==> src/rtl/logic_unit_pipe.sv <==
// Registered bitwise logic unit with XOR accumulator, result flags and a
// transaction counter behind a valid/ready handshake.
module logic_unit_pipe #(
  parameter int unsigned WIDTH = 32,
  parameter int unsigned CNT_W = 16
) (
  input  logic             clk,
  input  logic             rst,
  input  logic             in_valid,
  output logic             in_ready,
  input  logic [2:0]       op,
  input  logic [WIDTH-1:0] a,
  input  logic [WIDTH-1:0] b,
  output logic             out_valid,
  input  logic             out_ready,
  output logic [WIDTH-1:0] y,
  output logic             zero,
  output logic             parity,
  output logic [WIDTH-1:0] acc,
  output logic [CNT_W-1:0] op_count
);

  localparam logic [2:0] OP_AND     = 3'b000;
  localparam logic [2:0] OP_OR      = 3'b001;
  localparam logic [2:0] OP_XOR     = 3'b010;
  localparam logic [2:0] OP_NAND    = 3'b011;
  localparam logic [2:0] OP_NOR     = 3'b100;
  localparam logic [2:0] OP_XNOR    = 3'b101;
  localparam logic [2:0] OP_ACC_XOR = 3'b110;
  localparam logic [2:0] OP_ACC_CLR = 3'b111;

  logic [WIDTH-1:0] y_q, y_d;
  logic             zero_q, zero_d;
  logic             parity_q, parity_d;
  logic             out_valid_q, out_valid_d;
  logic [WIDTH-1:0] acc_q, acc_d;
  logic [CNT_W-1:0] op_count_q, op_count_d;

  logic             accept;
  logic [WIDTH-1:0] result;
  logic [WIDTH-1:0] acc_next;

  // Operation decode; acc_next only differs from acc_q for the accumulator ops.
  always_comb begin
    result   = '0;
    acc_next = acc_q;
    case (op)
      OP_AND:     result = a & b;
      OP_OR:      result = a | b;
      OP_XOR:     result = a ^ b;
      OP_NAND:    result = ~(a & b);
      OP_NOR:     result = ~(a | b);
      OP_XNOR:    result = ~(a ^ b);
      OP_ACC_XOR: begin
        result   = acc_q ^ a ^ b;
        acc_next = acc_q ^ a ^ b;
      end
      OP_ACC_CLR: begin
        result   = acc_q;
        acc_next = '0;
      end
      default:    result = '0;
    endcase
  end

  // Handshake and next-state; a simultaneous drain and accept keeps out_valid high.
  always_comb begin
    y_d         = y_q;
    zero_d      = zero_q;
    parity_d    = parity_q;
    out_valid_d = out_valid_q;
    acc_d       = acc_q;
    op_count_d  = op_count_q;

    in_ready = !out_valid_q || out_ready;
    accept   = in_valid && in_ready;

    if (accept) begin
      y_d         = result;
      zero_d      = (result == '0);
      parity_d    = ^result;
      out_valid_d = 1'b1;
      acc_d       = acc_next;
      op_count_d  = op_count_q + CNT_W'(1);
    end else if (out_ready) begin
      out_valid_d = 1'b0;
    end
  end

  always_ff @(posedge clk or posedge rst) begin
    if (rst) begin
      y_q         <= '0;
      zero_q      <= 1'b1;
      parity_q    <= 1'b0;
      out_valid_q <= 1'b0;
      acc_q       <= '0;
      op_count_q  <= '0;
    end else begin
      y_q         <= y_d;
      zero_q      <= zero_d;
      parity_q    <= parity_d;
      out_valid_q <= out_valid_d;
      acc_q       <= acc_d;
      op_count_q  <= op_count_d;
    end
  end

  assign y         = y_q;
  assign zero      = zero_q;
  assign parity    = parity_q;
  assign out_valid = out_valid_q;
  assign acc       = acc_q;
  assign op_count  = op_count_q;

endmodule

==> config.mk <==
export PLATFORM = sky130hd
export DESIGN_NAME = logic_unit_pipe
export DESIGN_NICKNAME = d
export VERILOG_FILES = /design/src/rtl/logic_unit_pipe.sv
export SDC_FILE = /design/constraint.sdc
export NUM_CORES = 1
export LEC_CHECK = 0
export CORE_AREA = 2 2 122 124
export CTS_BUF_LIST = sky130_fd_sc_hd__clkbuf_16
export DETAILED_ROUTE_END_ITERATION = 16
export DIE_AREA = 0 0 124 126
export PLACE_DENSITY = 0.92
export SLEW_MARGIN = 20
export SYNTH_ARGS = -nofsm -noshare
export SYNTH_HDL_FRONTEND = slang
export SYNTH_SLANG_ARGS = --single-unit
==> constraint.sdc <==
create_clock -name clk -period 2.8 [get_ports clk]
set_input_delay 0.28 -clock clk [delete_from_list [all_inputs] [get_ports clk]]
set_output_delay 0.28 -clock clk [all_outputs]
set_load 0.05 [all_outputs]
# Word-level counts from Yosys, hierarchy flattened
# Index checks and enable logic that the tools add are counted.
# Widths: inputs -> output; s select.
# totals
wordCells,35
regBits,83
output_inout_bits,84
input_bits,71
# classes
n_addsub,1
reduce_logical,9
muxes,4
n_eq_ne,7
bitwise,8
# ops
op,count
$pmux 32 s8,1
$not 32->32,3
$xor 32x32->32,3
$pmux 32 s2,1
$and 32x32->32,1
$logic_not 32->1,1
$or 32x32->32,1
$reduce_xor 32->1,1
$add 16x1->16 const B,1
$eq 3x3->1 const B,4
$eq 3x2->1 const B,2
$reduce_bool 2->1,2
$eq 3x1->1 const B,1
$logic_not 3->1,1
$mux 1,2
$reduce_and 2->1,1
$logic_and 1x1->1,1
$logic_not 1->1,1
$logic_or 1x1->1,1

# Longest topological paths before layout
# logic_depth
word_depth,4
depth_mapped,13
depth_no_buf,13

# Worst setup path after synthesis
# No wires, ideal clock.
# synth_path
path_type,input to register
from,input op[1]
to,"register parity_q, in the netlist parity"
t_arrival_ns,2.247
path_slack_ns,0.419
setup_ns,0.133
path_buffers,3
t_required_ns,2.667
stages,13
cell_sequence,buf_2 -> buf_4 -> buf_2 -> nand2_1 -> o21ai_0 -> a221oi_1 -> o2bb2ai_1 -> ha_1 -> xor2_1 -> xnor2_1 -> xnor2_1 -> xnor2_1 -> o21ai_0
# synth_via
elab_chain_cells,3
word_cells_on_any_way,10
cone_classes,7 x eq/ne; 1 x mux; 2 x reduce/logical
# synth_lines
element,line,text
start: declaration,11,"input logic [2:0] op,"
$eq 3x3->1 (tied with other cells),47,case (op)
$pmux 32 s8 *,47,
$reduce_xor 32->1 *,81,parity_d = ^result;
end signal: assignment,101,parity_q <= parity_d;
end: declaration,34,"logic parity_q, parity_d;"
# Every way passes the cells marked *; elsewhere a longest branch is shown, timed or not.
# A chain may end at the register's enable or synchronous reset.

# Final worst setup path
# layout_path
from,input a[1]
to,"register parity_q, in the netlist parity"
# layout_via
elab_chain_cells,4
word_cells_on_any_way,10
cone_classes,1 x mux; 8 x bitwise; 1 x reduce/logical
# layout_lines
element,line,text
start: declaration,12,"input logic [WIDTH-1:0] a,"
$xor 32x32->32 (tied with other cells) (2 in a row),55,result = acc_q ^ a ^ b;
$pmux 32 s8 *,47,
$reduce_xor 32->1 *,81,
# Marks and branches as above.

==> impl_metrics.py <==
metrics = {
    "logic_synthesis": {
        "synth_area_leader_cell": "dfrtp_1",
        "synth_area_per_cell_um2": 8.14,
        "ys_seq_area_share_pct": 28.1,
        "syn_area_mm2": 0.00739,
        "synth_cells": 907,
        "synthDistinctLibCells": 42,
        "synth_top_cell_area_share_pct": 27.8,
        "yosys-top-cells-area": "dfrtp_1 28%, ha_1 14%, xnor2_1 7.5%",
        "ys_ff_latch": 83,
        "yosysWarnings": 0,
        "syn_nets": 1059,
        "ys_async_sr_fraction_pct": 100,
        "synth_ff_type": "dfrtp_1",
        "synth_edf_count": 0,
    },
    "layout": {
        "nets": 1280,
        "multiInputGateArea_mm2": 0.00473,
        "seqCellArea_mm2": 0.00208,
        "drive_above_1_share_pct": 12.4,
        "fillers": 1049,
        "post-route-util_pct": 71.1,
        "antenna_cells": 0,
        "final_cells": 1317,
        "synthToLayoutAreaGrowth_pct": 37.7,
    },
    "global_routing": {
        "grtUsageTotal_pct": 30.0,
        "grt_pass1_wl_um": 37300,
        "grt_pass1_vias": 7875,
        "grt-ovfl-total": 0,
        "antenna_found_initial": 0,
        "grt_max_degree": 71,
    },
    "clock_network": {
        "cts_hold_buf": 0,
        "cts_inserted_buffers": 9,
        "path_clk_slew_ps": 70,
        "cts_root_buf": "clkbuf_16",
        "cts_tree": "yes",
        "cts_buffer_depth": 2,
        "clk_latency_ps": 360,
        "clock-sinks": 83,
        "htree_levels": 3,
    },
    "setup_path": {
        "cp-startpoint": "a[1]",
        "crit_path_end_kind": "register",
        "crit_arrival_ps": 2900,
        "timing.critical_path.mode_cell": "xnor2_1",
        "critical_path_required_ps": 3040,
        "r2r_slack_ps": 420,
        "cpMaxStageDelayCell": "clkdlybuf4s50_1",
        "cp-start-kind": "primary input",
        "worstPathMaxFanout": 2,
        "rr_worst_depth": 11,
        "reg2reg_from": "acc[30]",
        "cp_cell_sequence": "clkdlybuf4s50_1 > inv_1 > ha_1 > nor2b_1 > a211oi_1 > o21ai_0 > o211ai_1 > o21ai_0 > ha_1 > xnor2_1 > xnor2_1 > xnor2_1 > xnor2_1 > o21ai_0",
        "r2r-end": "parity",
        "cp_slowest_stage_delay_ps": 540,
        "worstSetupPathType": "primary input to register",
    },
    "drt": {
        "antenna_left": 0,
        "wl_um": 23000,
        "wl_met2_um": 11300,
        "vias": 7696,
        "wl_met1_um": 9050,
        "wl_met3_um": 1880,
        "first_iter_violations": 661,
        "viasPerCell": 5.84,
        "dr.max_layer_used": "met4",
        "wl_per_cell_um": 17.5,
        "drc_errors": 0,
        "first_pass_iters": 5,
    },
    "power_and_ir_drop": {
        "internal_power_mw": 3.49,
        "swShare_pct": 41.4,
        "power_frac_comb_pct": 48.2,
        "leakagePower_nw": 4.53,
        "power.density_mw_per_mm2": 585,
        "p_clk_share_pct": 23.8,
        "switchingPower_mw": 2.46,
        "finalPower_mw": 5.95,
        "p_seq_share_pct": 28.0,
        "ir_drop_uv": 443,
    },
    "timing": {
        "finalCriticalPeriod_ps": 2670,
        "slew_viol_final": 0,
        "hold_ws_ps": 292,
        "fmax_mhz": 375,
        "hold_viol_final": 0,
        "finClkSkew_ps": 6.36,
        "relSlewSlack_pct": 61.3,
        "setup_viol_count_final": 0,
        "fin_crit_sh_pct": 95.2,
        "worst_pin_slew_ps": 579,
    },
    "flow_run": {
        "maxCapViolations": 0,
    },
    "die": {
        "die_h_um": 126,
        "start_util_pct": 51.6,
        "std_cell_rows": 44,
        "core_area_mm2": 0.0143,
        "io_pins": 155,
        "die_w_um": 124,
        "die_area_mm2": 0.0156,
    },
    "place": {
        "port_buffers": 154,
        "hpwl_um": 16600,
        "routabilityCongestion": 0.887,
        "dp.cells": 1301,
    },
    "hold_path": {
        "hold_path_class": "primary input to async pin",
    },
    "run_status": {
        "status": "completed",
    },
}
[cells in the final DEF, fill, tap and decap left out, types with 14 or more instances in the layout]
master           netlist  final
nand2_1              131    130
a221oi_1              31     31
a21oi_1               30     30
buf_4                  3    103
o2bb2ai_1             29     29
dfrtp_1               82     82
clkdlybuf4s50_1        0    153
inv_1                 70     69
o22ai_1               31     31
and2_1                28     28
xnor2_1               63     61
o21ai_0               81     81
o21ai_1               14     14
nor2_1                37     37
nand2b_1              60     60
a22o_1                31     31
ha_1                  81     81
[metrics by stage]
step	area [um^2]	setup slack, ps	setup TNS [ps]
5_1_grt	10200	-1.72	-1.72
3_5_place_dp	9810	-233	-278
3_3_place_gp	9810	-98.1	-98.1
2_1_floorplan	7390	385	0
4_1_cts	10200	137	0
6_report	10200	134	0
[worst max-delay path by stage]
stage,end,slack [ps],cells past startpoint
CTS,parity,140,14
global route,parity,-2,14
finish,parity,130,14
detailed placement,parity,-230,14
floorplan,acc[0],380,1
global placement,parity,-100,14
[critical path: cells and delay by family]
kind	cells	cell delay, ps
AO/OA/AOI/OAI	5	690
buffers and inverters	2	610
adder cells (fa/ha/maj)	2	520
AND/OR/NAND/NOR	1	150
XOR/XNOR	4	670
[synthesized netlist by cell type, types with 2 or more instances]
cell,count
o21ai_1,14
ha_1,81
and3_1,4
o21ai_0,81
o31ai_1,3
nor2_1,37
dfrtp_1,82
inv_1,70
nor3_1,4
xor2_1,5
nand4_1,7
nand2_1,131
and2_1,28
nand4_2,2
a21oi_1,30
o2bb2ai_1,29
o22ai_1,31
nor4_1,2
nand2b_1,60
nand3_1,5
buf_6,11
buf_4,3
clkbuf_1,24
a221oi_1,31
nor3b_1,2
and2_0,3
a22o_1,31
nor2b_1,2
xnor2_1,63
buf_2,19
[state kept, by name, indices dropped and copies added (netlist names)]
name       flops
op_count      16
zero           1
acc           32
y             32
parity         1
out_valid      1
[cells by family (layout without fill, tap and decap cells)]
group | count (synthesis) | after routing | share of synthesized area (%)
and+or+nand+nor | 293 | 293 | 19.4
AOI/OAI and AO/OA | 254 | 254 | 22.6
xor gates and xnor gates | 68 | 68 | 8.06
buffers and inverters | 128 | 354 | 8.10
DFF | 83 | 83 | 28.1
adders and majority gates | 81 | 81 | 13.7
[layout make-up]
class                      count  area share (%)
clock inverter                 7            1.14
tap                          184            2.26
timing repair buffer         267            24.8
sequential                    83            20.4
multi-input combinational    696            46.5
inverter                      71            2.63
clock buffer                   9            2.21
[layer usage]
metal / up-vias / track usage [%]
met5: - / 0
met4: 0 / 14.5
met3: 74 / 5.43
met2: 400 / 50.5
met1: 3648 / 36.6
li1: 3574 / -
[power by group through the flow]
| stage | combinational [mW] | sequential (mW) | clock (mW) |
|---|---|---|---|
| 2_1_floorplan | 1.08 | 2.36 | 0 |
| 3_3_place_gp | 2.73 | 1.66 | 0 |
| 3_5_place_dp | 2.82 | 1.67 | 0 |
| 4_1_cts | 2.84 | 1.65 | 1.41 |
| 5_1_grt | 3.04 | 1.69 | 1.46 |
| 6_report | 2.87 | 1.66 | 1.41 |
[repair_timing]
| action | in CTS | in global routing |
|---|---|---|
| endpoints found under the setup margin | 0 | 1 |
| resized for setup | 0 | 2 |
| setup buffers | 0 | 0 |
Note: power is estimated with default switching activity, not from simulation.
==> RTL edit (config.mk and constraints unchanged) <==
The parameter `WIDTH` goes from 32 to 36.
--- a/src/rtl/logic_unit_pipe.sv
+++ b/src/rtl/logic_unit_pipe.sv
@@ -3,3 +3,3 @@
 module logic_unit_pipe #(
-  parameter int unsigned WIDTH = 32,
+  parameter int unsigned WIDTH = 36,
   parameter int unsigned CNT_W = 16
Interface: changed (resized a, acc, b and y); port bits go from 155 to 171. No check against the original RTL was run, so the function may have changed too.
==> RTL edit against the unedited design <==
- the run now fails in global routing
- area after synthesis is 14% higher
==> RTL edit: results (changes against the unedited design) <==
Run status
  – Outcome: stopped before the end
  – Exit stage: global routing
  – Error: [ERROR GRT-0232] Routing congestion too high. Check the congestion heatmap in the GUI.

Global route
  – Met2 usage: 0.987
  – Largest net degree at the start of global routing: 41
  – Met1 Resource Use GR: 0.872
  – GRT Total Usage: 0.880
  – Remaining Overflow, GRT: 231
  – Met3 GRT Util: 0.783

Synth
  – Share of the yosys chip area belonging to registers: 0.270 (-0.0115)
  – Top cells by count, synth: 136 x nand2_1, 91 x ha_1, 90 x dfrtp_1, 76 x inv_1, 76 x xnor2_1
  – Yosys reg bits: 91 (+9.6%)
  – Largest cells by area after synthesis: dfrtp_1 27%, ha_1 13%, xnor2_1 7.9%
  – Main synth FF type: dfrtp_1
  – Yosys warning count: 0 (unchanged)
  – Netlist cell types: 61 (+45%)
  – Post-synth ARST share: 1.00 (unchanged)
  – Syn nets: 1,164 (+9.9%)

Timing
  – Worst endpoint type: register data pin
  – Worst EP post-GRT repair: parity$_DFFE_PP0P_/D

Clock tree
  – CTS Buffer Depth: 2 (unchanged)
  – # H-tree levels: 3 (unchanged)
  – Inserted Clock Buffers: 9 (unchanged)
  – Clk root buf: clkbuf_16

Placed design
  – HPWL Detailed: 23.9 mm (+44%)
  – Final Wtd Congestion: 0.955 (+7.7%)
  – Placed inst area: 11,900 um^2 (+21%)
  – # port buffers: 170 (+10%)
RTL edit: cell count changes after synthesis, moves of 13 or more:
cell,before,now
o2bb2ai_1,29,16
nand2b_1,60,7
o21ai_0,81,43
o21ai_2,0,22
a221oi_1,31,0
nor3_1,4,17
nor2b_1,2,39
o221a_2,0,13
o22ai_1,31,18
xnor2_1,63,76
RTL edit: what timing repair did:
item	in CTS
buffers inserted	16
resized for setup	173
cloned	0
pin swaps	69
endpoints found under the setup margin	1
RTL edit: logic make-up after synthesis:
| logic type | after synthesis | share of synthesized area |
|---|---|---|
| DFF | 91 | 0.270 |
| buffers and inverters | 141 | 0.0734 |
| AOI/OAI and AO/OA | 255 | 0.225 |
| adders and majority gates | 91 | 0.135 |
| xor gates and xnor gates | 85 | 0.0898 |
| and+or+nand+nor | 316 | 0.186 |
| muxes | 15 | 0.0209 |
RTL edit: stage by stage:
step                      setup slack, ps  utilization  instances
after CTS                           0.295        0.917       1551
after floorplan                      46.9            -        994
after detailed placement             -719        0.832       1519
after global placement               -449        0.832       1519
